File: src/rtl/holy_axi_reg_slice.sv
// rtl/holy_axi_reg_slice.sv - AXI4 register slice: two-entry skid buffer on AW, W, B, AR and R
//
// holy_axi_skid      : one channel; registered ready, main + skid payload registers.
// holy_axi_reg_slice : five skid channels between an upstream (s_axi_*) and downstream (m_axi_*) port.
//   clk, rst                : single clock, asynchronous active-high reset
//   s_axi_aw*/w*/ar*        : upstream forward channels (in), ready (out)
//   s_axi_b*/r*             : upstream reverse channels (out), ready (in)
//   m_axi_*                 : downstream mirror, directions reversed
//   wr_done_cnt, rd_done_cnt, resp_err_cnt : statistics, only with HOLY_AXI_SLICE_STATS_EN

module holy_axi_skid #(
    parameter int W = 8
) (
    input  logic         clk,
    input  logic         rst,
    input  logic         in_valid_i,
    output logic         in_ready_o,
    input  logic [W-1:0] in_data_i,
    output logic         out_valid_o,
    input  logic         out_ready_i,
    output logic [W-1:0] out_data_o
);
    logic [W-1:0] main_data_q, main_data_d;
    logic [W-1:0] skid_data_q, skid_data_d;
    logic         main_valid_q, main_valid_d;
    logic         skid_valid_q, skid_valid_d;
    logic         ready_q;
    logic         in_acc;
    logic         out_hs;

    assign in_acc = in_valid_i && ready_q;
    assign out_hs = main_valid_q && out_ready_i;

    always_comb begin
        main_data_d  = main_data_q;
        skid_data_d  = skid_data_q;
        main_valid_d = main_valid_q;
        skid_valid_d = skid_valid_q;
        if (skid_valid_q) begin
            // ready is low while skid is occupied, so only the drain can happen
            if (out_hs) begin
                main_data_d  = skid_data_q;
                skid_valid_d = 1'b0;
            end
        end else if (in_acc) begin
            if (!main_valid_q || out_ready_i) begin
                main_data_d  = in_data_i;
                main_valid_d = 1'b1;
            end else begin
                skid_data_d  = in_data_i;
                skid_valid_d = 1'b1;
            end
        end else if (out_hs) begin
            main_valid_d = 1'b0;
        end
    end

    always_ff @(posedge clk or posedge rst) begin
        if (rst) begin
            main_data_q  <= '0;
            skid_data_q  <= '0;
            main_valid_q <= 1'b0;
            skid_valid_q <= 1'b0;
            ready_q      <= 1'b0;
        end else begin
            main_data_q  <= main_data_d;
            skid_data_q  <= skid_data_d;
            main_valid_q <= main_valid_d;
            skid_valid_q <= skid_valid_d;
            // ready is a flop of the next skid state, so it stays low in reset
            ready_q      <= !skid_valid_d;
        end
    end

    assign in_ready_o  = ready_q;
    assign out_valid_o = main_valid_q;
    assign out_data_o  = main_data_q;
endmodule

module holy_axi_reg_slice #(
    parameter int ADDR_WIDTH = 32,
    parameter int DATA_WIDTH = 32,
    parameter int ID_WIDTH   = 4
) (
    input  logic                    clk,
    input  logic                    rst,
    input  logic [ID_WIDTH-1:0]     s_axi_awid,
    input  logic [ADDR_WIDTH-1:0]   s_axi_awaddr,
    input  logic [7:0]              s_axi_awlen,
    input  logic [2:0]              s_axi_awsize,
    input  logic [1:0]              s_axi_awburst,
    input  logic                    s_axi_awvalid,
    output logic                    s_axi_awready,
    input  logic [DATA_WIDTH-1:0]   s_axi_wdata,
    input  logic [DATA_WIDTH/8-1:0] s_axi_wstrb,
    input  logic                    s_axi_wlast,
    input  logic                    s_axi_wvalid,
    output logic                    s_axi_wready,
    output logic [ID_WIDTH-1:0]     s_axi_bid,
    output logic [1:0]              s_axi_bresp,
    output logic                    s_axi_bvalid,
    input  logic                    s_axi_bready,
    input  logic [ID_WIDTH-1:0]     s_axi_arid,
    input  logic [ADDR_WIDTH-1:0]   s_axi_araddr,
    input  logic [7:0]              s_axi_arlen,
    input  logic [2:0]              s_axi_arsize,
    input  logic [1:0]              s_axi_arburst,
    input  logic                    s_axi_arvalid,
    output logic                    s_axi_arready,
    output logic [ID_WIDTH-1:0]     s_axi_rid,
    output logic [DATA_WIDTH-1:0]   s_axi_rdata,
    output logic [1:0]              s_axi_rresp,
    output logic                    s_axi_rlast,
    output logic                    s_axi_rvalid,
    input  logic                    s_axi_rready,
    output logic [ID_WIDTH-1:0]     m_axi_awid,
    output logic [ADDR_WIDTH-1:0]   m_axi_awaddr,
    output logic [7:0]              m_axi_awlen,
    output logic [2:0]              m_axi_awsize,
    output logic [1:0]              m_axi_awburst,
    output logic                    m_axi_awvalid,
    input  logic                    m_axi_awready,
    output logic [DATA_WIDTH-1:0]   m_axi_wdata,
    output logic [DATA_WIDTH/8-1:0] m_axi_wstrb,
    output logic                    m_axi_wlast,
    output logic                    m_axi_wvalid,
    input  logic                    m_axi_wready,
    input  logic [ID_WIDTH-1:0]     m_axi_bid,
    input  logic [1:0]              m_axi_bresp,
    input  logic                    m_axi_bvalid,
    output logic                    m_axi_bready,
    output logic [ID_WIDTH-1:0]     m_axi_arid,
    output logic [ADDR_WIDTH-1:0]   m_axi_araddr,
    output logic [7:0]              m_axi_arlen,
    output logic [2:0]              m_axi_arsize,
    output logic [1:0]              m_axi_arburst,
    output logic                    m_axi_arvalid,
    input  logic                    m_axi_arready,
    input  logic [ID_WIDTH-1:0]     m_axi_rid,
    input  logic [DATA_WIDTH-1:0]   m_axi_rdata,
    input  logic [1:0]              m_axi_rresp,
    input  logic                    m_axi_rlast,
    input  logic                    m_axi_rvalid,
    output logic                    m_axi_rready
`ifdef HOLY_AXI_SLICE_STATS_EN
    ,
    output logic [31:0]             wr_done_cnt,
    output logic [31:0]             rd_done_cnt,
    output logic [31:0]             resp_err_cnt
`endif
);
    localparam int AX_W = ID_WIDTH + ADDR_WIDTH + 8 + 3 + 2;
    localparam int W_W  = DATA_WIDTH + DATA_WIDTH / 8 + 1;
    localparam int B_W  = ID_WIDTH + 2;
    localparam int R_W  = ID_WIDTH + DATA_WIDTH + 2 + 1;

    logic [AX_W-1:0] aw_out, ar_out;
    logic [W_W-1:0]  w_out;
    logic [B_W-1:0]  b_out;
    logic [R_W-1:0]  r_out;

    holy_axi_skid #(.W(AX_W)) u_aw (
        .clk(clk), .rst(rst),
        .in_valid_i(s_axi_awvalid), .in_ready_o(s_axi_awready),
        .in_data_i({s_axi_awid, s_axi_awaddr, s_axi_awlen, s_axi_awsize, s_axi_awburst}),
        .out_valid_o(m_axi_awvalid), .out_ready_i(m_axi_awready), .out_data_o(aw_out)
    );
    assign {m_axi_awid, m_axi_awaddr, m_axi_awlen, m_axi_awsize, m_axi_awburst} = aw_out;

    holy_axi_skid #(.W(W_W)) u_w (
        .clk(clk), .rst(rst),
        .in_valid_i(s_axi_wvalid), .in_ready_o(s_axi_wready),
        .in_data_i({s_axi_wdata, s_axi_wstrb, s_axi_wlast}),
        .out_valid_o(m_axi_wvalid), .out_ready_i(m_axi_wready), .out_data_o(w_out)
    );
    assign {m_axi_wdata, m_axi_wstrb, m_axi_wlast} = w_out;

    holy_axi_skid #(.W(B_W)) u_b (
        .clk(clk), .rst(rst),
        .in_valid_i(m_axi_bvalid), .in_ready_o(m_axi_bready),
        .in_data_i({m_axi_bid, m_axi_bresp}),
        .out_valid_o(s_axi_bvalid), .out_ready_i(s_axi_bready), .out_data_o(b_out)
    );
    assign {s_axi_bid, s_axi_bresp} = b_out;

    holy_axi_skid #(.W(AX_W)) u_ar (
        .clk(clk), .rst(rst),
        .in_valid_i(s_axi_arvalid), .in_ready_o(s_axi_arready),
        .in_data_i({s_axi_arid, s_axi_araddr, s_axi_arlen, s_axi_arsize, s_axi_arburst}),
        .out_valid_o(m_axi_arvalid), .out_ready_i(m_axi_arready), .out_data_o(ar_out)
    );
    assign {m_axi_arid, m_axi_araddr, m_axi_arlen, m_axi_arsize, m_axi_arburst} = ar_out;

    holy_axi_skid #(.W(R_W)) u_r (
        .clk(clk), .rst(rst),
        .in_valid_i(m_axi_rvalid), .in_ready_o(m_axi_rready),
        .in_data_i({m_axi_rid, m_axi_rdata, m_axi_rresp, m_axi_rlast}),
        .out_valid_o(s_axi_rvalid), .out_ready_i(s_axi_rready), .out_data_o(r_out)
    );
    assign {s_axi_rid, s_axi_rdata, s_axi_rresp, s_axi_rlast} = r_out;

`ifdef HOLY_AXI_SLICE_STATS_EN
    logic [31:0] wr_done_q, wr_done_d;
    logic [31:0] rd_done_q, rd_done_d;
    logic [31:0] resp_err_q, resp_err_d;
    logic        b_hs, r_last_hs;
    logic [1:0]  err_inc;

    // events are taken on the upstream side, i.e. when the core sees them
    assign b_hs      = s_axi_bvalid && s_axi_bready;
    assign r_last_hs = s_axi_rvalid && s_axi_rready && s_axi_rlast;
    assign err_inc   = {1'b0, b_hs && s_axi_bresp[1]} + {1'b0, r_last_hs && s_axi_rresp[1]};

    always_comb begin
        wr_done_d  = wr_done_q + {31'd0, b_hs};
        rd_done_d  = rd_done_q + {31'd0, r_last_hs};
        resp_err_d = resp_err_q + {30'd0, err_inc};
    end

    always_ff @(posedge clk or posedge rst) begin
        if (rst) begin
            wr_done_q  <= '0;
            rd_done_q  <= '0;
            resp_err_q <= '0;
        end else begin
            wr_done_q  <= wr_done_d;
            rd_done_q  <= rd_done_d;
            resp_err_q <= resp_err_d;
        end
    end

    assign wr_done_cnt  = wr_done_q;
    assign rd_done_cnt  = rd_done_q;
    assign resp_err_cnt = resp_err_q;
`endif
endmodule

File: config.mk
export PLATFORM = sky130hd
export DESIGN_NAME = holy_axi_reg_slice
export DESIGN_NICKNAME = d
export VERILOG_FILES = /design/src/rtl/holy_axi_reg_slice.sv
export SDC_FILE = /design/constraint.sdc
export NUM_CORES = 1
export LEC_CHECK = 0
export BUFFER_PORTS_ARGS = -buffer_cell sky130_fd_sc_hd__buf_2
export CAP_MARGIN = 20
export CORE_MARGIN = 4
export CORE_UTILIZATION = 30
export CTS_BUF_LIST = sky130_fd_sc_hd__clkbuf_8
export DETAILED_ROUTE_END_ITERATION = 6
export GPL_TIMING_DRIVEN = 1
export PLACE_DENSITY = 0.62
export SYNTH_ARGS = -nofsm -noshare
export SYNTH_HDL_FRONTEND = slang
export SYNTH_SLANG_ARGS = --single-unit
File: constraint.sdc
create_clock -name clk -period 11.14 [get_ports clk]
set_input_delay 1.114 -clock clk [delete_from_list [all_inputs] [get_ports clk]]
set_output_delay 1.114 -clock clk [all_outputs]
set_load 0.02 [all_outputs]
==> out/qor.txt, run 1 <==
die width -> 241 um
First-pass DRT Iterations -> 4
nets -> 1630
crit-path max FO -> 54
RD Place Congestion -> 0.734
Via density -> 4.55
Cell Chain, Critical Path -> buf_4 -> nand2_1 -> a22oi_2 -> buf_4 -> mux2_2
final WL -> 37.7 mm
normalized max-slew margin -> 0.231
post-route ant nets -> 0
first-pass GRT wire length -> 58.7 mm
largest net degree at the start of global routing -> 149
clock buffer depth -> 3
Layout area overhead -> 24.5%
Post-Synth Adder-Cell Area -> 0
mux cell area share after synthesis -> 0.374
unrepaired setup endpoints after global routing -> false
layout cells sized above 1 -> 0.708
Setup crit start -> u_aw.skid_valid_q$_DFF_PP0_
xor-xnor portion of the synthesized cell area -> 0
I/O Buffers -> 381
Slew @ Worst Pin -> 1.15 ns
total gr overflow -> 0
Post-Synth Simple-Gate Area -> 0.0135
number of global-route vias before repair -> 10750
CTS buffer count -> 70
initial antenna violation count -> 7
synthesized area -> 16200 um^2
Fmax -> 0.329 GHz
# fillers -> 5155
placed cells -> 2060
CP required -> 11.62 ns
Rows -> 85
gr usage total -> 0.127
CTS Sinks -> 375
sequential cell area -> 9390 um^2
compound-cell area share of the yosys netlist -> 0.00948
Post-synth EDFFs -> 0
Root Buffer Master -> clkbuf_8
Crit Path Category -> flip-flop to flip-flop
initial core utilization -> 0.302
Syn. warnings -> 0
Post-DP Area -> 18800 um^2
chip height -> 241 um
HP Class -> flip-flop to flip-flop
fraction of registers with async set/reset -> 1.00
Mean Syn Cell Area -> 15.9 um^2
slowest cell on the critical path -> a22oi_2
Post-route DRC -> 0
detailed-route via count -> 9928
Mapped Cells -> 1024
commonest non-fill, non-tap cell in the layout -> mux2_2
CTS H-tree lvls -> 3
Critical Path AT -> 3.52 ns
post-synthesis register bit count -> 375
Hold Buf Count CTS -> 0
run status -> finished, final reports clean
hold_sp -> u_ar.skid_data_q[6]$_DFFE_PP0P_
CP dominant cell by count -> buf_4
core area -> 53700 um^2
RR Startpoint -> u_aw.skid_valid_q$_DFF_PP0_
largest family of logic cells by synthesized area -> multiplexers
Seq/Total Area, Yosys -> 0.578
Critical Path Sink Type -> flip-flop
final setup violating endpoints -> 0
Leakage -> 9.16 nW
clock latency on the worst-skew pair -> 0.61 ns
Synth cell types -> 20
post-CTS sizing -> 0
final hold viol count -> 0
Slew Limit Fails -> 0
CTS clk-pin slew, worst paths -> 0.05 ns
period utilization -> 0.273
Ports -> 382
syn nets -> 1216
dpl hpwl -> 25.3 mm
number of max-cap violations -> 0
Post-CTS Setup Bufs -> 0
Clock Skew -> 0.0246 ns
DIE AREA -> 57900 um^2
minimum clock period -> 3.04 ns
slowest stage delay, CP -> 0.90 ns
DRT iter0 DRCs -> 307
CTS tree -> done
WL/cell -> 17.3 um
Non-Filler Instances -> 2183
most frequent cells in the layout -> mux2_2 (537), buf_2 (381), dfrtp_1 (373)
multi-input logic area -> 6470 um^2
TNS Setup -> 0 ns
Worst setup SP type -> flip-flop
VDD IR max -> 0.146 mV
finished layout cell area -> 20200 um^2
pwr dens -> 305 nW/um^2
ys flop type -> dfrtp_1
## state kept, by name, indices dropped and copies added (netlist names), 6 cells and up
signal / flops
u_w.skid_data_q: 37
u_b.skid_data_q: 6
u_b.out_data_o: 6
u_r.out_data_o: 39
u_w.out_data_o: 37
u_ar.out_data_o: 49
u_ar.skid_data_q: 49
u_r.skid_data_q: 39
u_aw.out_data_o: 49
u_aw.skid_data_q: 49
## per-stage QoR
stage / worst slack [ns] / hold slack [ns] / utilization / total power, mW
floorplan: 4.99 / 0.452 / - / 4.21
global placement: 7.24 / 0.461 / 0.350 / 4.86
detailed placement: 7.18 / 0.475 / 0.350 / 4.96
CTS: 7.92 / 0.487 / 0.375 / 6.29
global route: 7.87 / 0.497 / 0.376 / 6.59
finish: 8.10 / 0.483 / 0.377 / 6.17
## path summary, 6_finish.rpt
kind,cells past startpoint,end,slack (ns)
max in group asynchronous,6,u_ar.skid_valid_q$_DFF_PP0_,8.51
setup reg to reg,5,u_aw.out_data_o[1]$_DFFE_PP0P_,8.10
hold / removal,1,u_ar.skid_data_q[6]$_DFFE_PP0P_,0.48
setup / recovery,5,u_aw.out_data_o[1]$_DFFE_PP0P_,8.10
min in group asynchronous,3,u_ar.out_data_o[39]$_DFFE_PP0P_,0.72
hold reg to reg,1,u_ar.skid_data_q[6]$_DFFE_PP0P_,0.48
## critical path: cells and delay by family, from the launching register on
kind / cells / cell delay (ns)
flip-flops: 1 / 0.33
AO/OA/AOI/OAI: 1 / 0.90
multiplexers: 1 / 0.39
buffers and inverters: 2 / 1.14
AND/OR/NAND/NOR: 1 / 0.13
## cell type report
type                            instances  area share
Clock inverter                         29     0.00804
Clock buffer                           87      0.0592
Sequential cell                       375       0.464
Antenna cell                            5    0.000619
Timing Repair Buffer                  400       0.104
Inverter                                6     0.00130
Multi-Input combinational cell        585       0.320
Tap cell                              696      0.0431
## layer usage
metal | up-vias | share of wire | wire length (um) | GRT usage
met5 | - | 0.00050 | 19 | 0
met3 | 73 | 0.065 | 2440 | 0.0440
met1 | 5068 | 0.42 | 16000 | 0.157
met2 | 253 | 0.49 | 18400 | 0.210
met4 | 2 | 0.023 | 862 | 0.0434
li1 | 4532 | - | - | -
## synthesized netlist by cell type (4+ instances only)
library cell  instances  area share
clkbuf_1             11      0.0025
nand3b_4              4      0.0049
mux2_2              537        0.37
dfrtp_1             375        0.58
buf_4                12      0.0055
a21oi_1               5      0.0015
buf_2                14      0.0043
o21ai_0               5      0.0015
buf_1                 8      0.0018
nand2_1              15      0.0035
a21o_1                5      0.0023
buf_6                13      0.0090
inv_1                 6      0.0014
## kinds of logic after synthesis
logic type / count (synthesis)
mux: 540
flops: 375
compound gates: 20
simple gates: 25
buf+inv: 64
## power breakdown
group | switching [mW] | internal, mW | total (mW)
Sequential | 0.369 | 2.07 | 2.44
Combinational | 1.20 | 1.25 | 2.45
Clock | 0.565 | 0.722 | 1.29
No activity file was read; power rests on OpenSTA's default activity.
==> run 2, diff against run 1 <==
==> constraint.sdc (replaced) <==
create_clock -name clk -period 2.75 [get_ports clk]
set_input_delay 0.275 -clock clk [delete_from_list [all_inputs] [get_ports clk]]
set_output_delay 0.275 -clock clk [all_outputs]
set_load 0.02 [all_outputs]
==> out/qor.txt, run 2 (same netlist as run 1, synthesis figures left out) <==
run status -> finished, final reports clean
Rows -> 85
I/O Buffers -> 381
pwr dens -> 1140 nW/um^2
worst hold slack -> 0.310 ns
post-CTS sizing -> 0
normalized max-slew margin -> 0.511
CTS buffer count -> 70
Ports -> 382
crit-path max FO -> 44
CTS tree -> done
largest net degree at the start of global routing -> 94
period utilization -> 0.705
Critical Path AT -> 2.43 ns
first-pass GRT wire length -> 63.8 mm
Critical Path Sink Type -> flip-flop
First-pass DRT Iterations -> 4
RD Place Congestion -> 0.750
Layout area overhead -> 37.6%
unrepaired setup endpoints after global routing -> false
minimum clock period -> 1.94 ns
Slew Limit Fails -> 0
HP Class -> primary input to async pin
Crit Path Category -> flip-flop to flip-flop
RR Startpoint -> u_ar.skid_valid_q$_DFF_PP0_
nets -> 1842
CP required -> 3.24 ns
DIE AREA -> 57900 um^2
initial antenna violation count -> 2
CTS clk-pin slew, worst paths -> 0.06 ns
Finished Core Util -> 0.416
number of global-route vias before repair -> 11982
Clock Skew -> 0.0223 ns
number of max-cap violations -> 0
Root Buffer Master -> clkbuf_8
r2r worst-path depth -> 3
CTS H-tree lvls -> 3
layout cells sized above 1 -> 0.629
most frequent cells in the layout -> mux2_2 (537), buf_2 (381), dfrtp_1 (373)
Fmax -> 0.516 GHz
Leakage -> 10.1 nW
die width -> 241 um
final hold viol count -> 0
final setup violating endpoints -> 0
total gr overflow -> 0
Post-route DRC -> 0
CTS Sinks -> 375
clock latency on the worst-skew pair -> 0.62 ns
reg2reg setup slack -> 0.81 ns
commonest non-fill, non-tap cell in the layout -> mux2_2
Hold Buf Count CTS -> 194
VDD IR max -> 0.599 mV
gr usage total -> 0.138
clock buffer depth -> 3
post-route ant nets -> 0
Slew @ Worst Pin -> 0.733 ns
FF-to-FF End -> u_ar.out_data_o[40]$_DFFE_PP0P_
chip height -> 241 um
Post-CTS Setup Bufs -> 0
WL/cell -> 17.0 um
Via density -> 4.53
core area -> 53700 um^2
final WL -> 40.6 mm
Worst setup SP type -> flip-flop
Setup crit start -> u_ar.skid_valid_q$_DFF_PP0_
dpl hpwl -> 26.6 mm
detailed-route via count -> 10827
initial core utilization -> 0.302
DRT iter0 DRCs -> 220
run 2: critical path, cell delays in order, from the launching register on:
cell	delay (ns)
dfrtp_2	0.50
buf_4	0.60
mux2_2	0.41
mux2_2	0.26
run 2: metrics by stage:
stage | TNS (ns) | setup WS, ns | area, um^2 | std cells | total power, mW
after global placement | 0 | 0.848 | 19000 | 2080 | 19.8
after CTS | 0 | 0.797 | 22300 | 2390 | 26.0
after floorplan | -960.41 | -2.56 | 16200 | 1024 | 17.1
after detailed placement | 0 | 0.811 | 19000 | 2080 | 20.2
after global routing | 0 | 0.709 | 22300 | 2391 | 27.2
final | 0 | 0.812 | 22300 | 2392 | 25.6
run 2: how the worst max path moves through the flow:
stage / to / slack, ns / depth (start not counted)
after floorplan: u_ar.in_ready_o$_DFF_PP0_ / -2.56 / 1
after global placement: u_ar.out_data_o[34]$_DFFE_PP0P_ / 0.85 / 3
after detailed placement: u_b.out_data_o[1]$_DFFE_PP0P_ / 0.81 / 3
after CTS: u_ar.out_data_o[27]$_DFFE_PP0P_ / 0.80 / 4
after global routing: u_b.out_data_o[1]$_DFFE_PP0P_ / 0.71 / 3
final: u_ar.out_data_o[40]$_DFFE_PP0P_ / 0.81 / 3
run 2: final cells by class:
cell class,count,area (um^2)
tap,696,871
clock inverter,33,230
sequential,375,9390
clock buffer,83,1140
fill,4938,31400
timing repair buffer,612,4210
inverter,6,26.3
antenna,2,5.00
multi-input combinational,585,6470
run 2: where the power goes:
group | total (mW) | internal, mW | switching (mW)
combinational | 10.4 | 5.34 | 5.02
clock | 5.36 | 3.01 | 2.36
sequential | 9.83 | 8.37 | 1.46
run 2: layer usage:
metal	part of all wire	vias up	track usage
li1	-	4967	-
met1	0.40	5476	0.161
met2	0.50	279	0.234
met3	0.065	105	0.0462
met4	0.033	0	0.0549
met5	0	-	0
==> run 3, diff against run 2 <==
--- a/config.mk
+++ b/config.mk
@@ -12,7 +12,7 @@
 export CTS_BUF_LIST = sky130_fd_sc_hd__clkbuf_8
 export DETAILED_ROUTE_END_ITERATION = 6
 export GPL_TIMING_DRIVEN = 1
-export PLACE_DENSITY = 0.62
+export PLACE_DENSITY = 0.61
 export SYNTH_ARGS = -nofsm -noshare
 export SYNTH_HDL_FRONTEND = slang
 export SYNTH_SLANG_ARGS = --single-unit
==> constraint.sdc (replaced) <==
create_clock -name clk -period 1.86 [get_ports clk]
set_input_delay 0.186 -clock clk [delete_from_list [all_inputs] [get_ports clk]]
set_output_delay 0.186 -clock clk [all_outputs]
set_load 0.02 [all_outputs]
==> out/qor.txt, run 3 (same netlist as run 1, synthesis figures left out) <==
run status -> finished, final reports clean
Critical Path Sink Type -> flip-flop
number of max-cap violations -> 0
Worst setup SP type -> flip-flop
chip height -> 241 um
reg2reg setup slack -> 0.19 ns
First-pass DRT Iterations -> 4
Layout area overhead -> 39.0%
most frequent cells in the layout -> mux2_2 (537), buf_2 (381), dfrtp_1 (373)
post-CTS sizing -> 0
Non-Filler Instances -> 2405
Ports -> 382
Via density -> 4.50
total gr overflow -> 0
RD Place Congestion -> 0.756
Fmax -> 0.599 GHz
placed cells -> 2091
CTS H-tree lvls -> 3
WHS Path Cells -> 3
crit-path max FO -> 21
layout cells sized above 1 -> 0.633
HP Class -> primary input to flip-flop
WL/cell -> 16.6 um
pwr dens -> 1690 nW/um^2
I/O Buffers -> 381
DIE AREA -> 57900 um^2
number of global-route vias before repair -> 11820
minimum clock period -> 1.67 ns
first-pass GRT wire length -> 63.2 mm
final WL -> 39.8 mm
final hold viol count -> 0
clock latency on the worst-skew pair -> 0.61 ns
largest net degree at the start of global routing -> 80
initial antenna violation count -> 3
die width -> 241 um
Post-CTS Setup Bufs -> 0
Critical Path AT -> 2.16 ns
CP required -> 2.35 ns
Post-DP Area -> 19200 um^2
initial core utilization -> 0.302
nets -> 1853
gr usage total -> 0.136
CTS clk-pin slew, worst paths -> 0.06 ns
r2r worst-path depth -> 4
Crit Path Category -> flip-flop to flip-flop
Finished Core Util -> 0.420
Post-route DRC -> 0
VDD IR max -> 0.985 mV
Hold Buf Count CTS -> 194
core area -> 53700 um^2
CTS Sinks -> 375
Slew @ Worst Pin -> 0.493 ns
Clock Skew -> 0.0213 ns
clock buffer depth -> 3
dpl hpwl -> 26.5 mm
CTS tree -> done
normalized max-slew margin -> 0.671
fin worst setup slack -> 0.190 ns
pre-CTS WS -> 0.192 ns
CTS buffer count -> 70
Slew Limit Fails -> 0
post-route ant nets -> 0
DRT iter0 DRCs -> 341
Leakage -> 10.2 nW
Rows -> 85
final setup violating endpoints -> 0
detailed-route via count -> 10826
unrepaired setup endpoints after global routing -> false
finished layout cell area -> 22600 um^2
period utilization -> 0.898
Root Buffer Master -> clkbuf_8
commonest non-fill, non-tap cell in the layout -> mux2_2
-- run 3: cell types whose count changed in the layout (fill, tap and decap cells not counted) --
| cell | change |
|---|---|
| buf_12 | +10 |
| clkinv_2 | +3 |
| clkinvlp_4 | -2 |
| inv_1 | -2 |
| inv_8 | +2 |
| buf_4 | +1 |
| clkbuf_8 | +1 |
-- run 3: worst max-delay path, cell delays in order, from the launching register on --
cell      delay [ns]
dfrtp_2         0.40
nand3b_4        0.18
nor3b_4         0.25
buf_4           0.33
mux2_2          0.38
-- run 3: worst paths after layout --
kind / from / to
max in group asynchronous: rst / u_w.skid_data_q[27]$_DFFE_PP0P_
worst max register to register: u_aw.skid_valid_q$_DFF_PP0_ / u_aw.skid_data_q[4]$_DFFE_PP0P_
min in group asynchronous: rst / u_r.skid_data_q[32]$_DFFE_PP0P_
worst min register to register: u_ar.skid_data_q[1]$_DFFE_PP0P_ / u_ar.skid_data_q[1]$_DFFE_PP0P_
worst min-delay path: m_axi_rdata[29] / u_r.skid_data_q[32]$_DFFE_PP0P_
worst max-delay path: u_aw.skid_valid_q$_DFF_PP0_ / u_aw.skid_data_q[4]$_DFFE_PP0P_
-- run 3: power by group --
group	internal (mW)	switching (mW)	total, mW	leakage, nW
combinational	8.15	7.46	15.6	4.93
sequential	12.4	2.11	14.5	4.46
clock	4.51	3.49	8.00	0.794
total	25.0	13.1	38.1	10.2
-- run 3: layer usage --
metal  routed length [um]  share of wire  up-vias  track usage
li1                     -              -     4975            -
met4                 1320          0.033        2       0.0532
met1                16500           0.41     5481        0.165
met5                    7        0.00018        -            0
met2                19500           0.49      276        0.223
met3                 2520          0.063       92       0.0471
-- run 3: metrics by stage --
| stage | TNS (ns) | power [mW] | hold slack, ns |
|---|---|---|---|
| 5_1_grt | 0 | 40.6 | 0.288 |
| 4_1_cts | 0 | 38.8 | 0.250 |
| 2_1_floorplan | -1260.78 | 25.2 | 0.321 |
| 3_3_place_gp | 0 | 29.6 | 0.418 |
| 6_report | 0 | 38.1 | 0.354 |
| 3_5_place_dp | 0 | 30.1 | 0.433 |
-- run 3: final cells by class --
class,count,area (um^2)
Fill cell,4917,31100
Inverter,6,26.3
Timing Repair Buffer,623,4420
Clock inverter,34,245
Multi-Input combinational cell,585,6470
Clock buffer,84,1160
Antenna cell,2,5.00
Sequential cell,375,9390
Tap cell,696,871
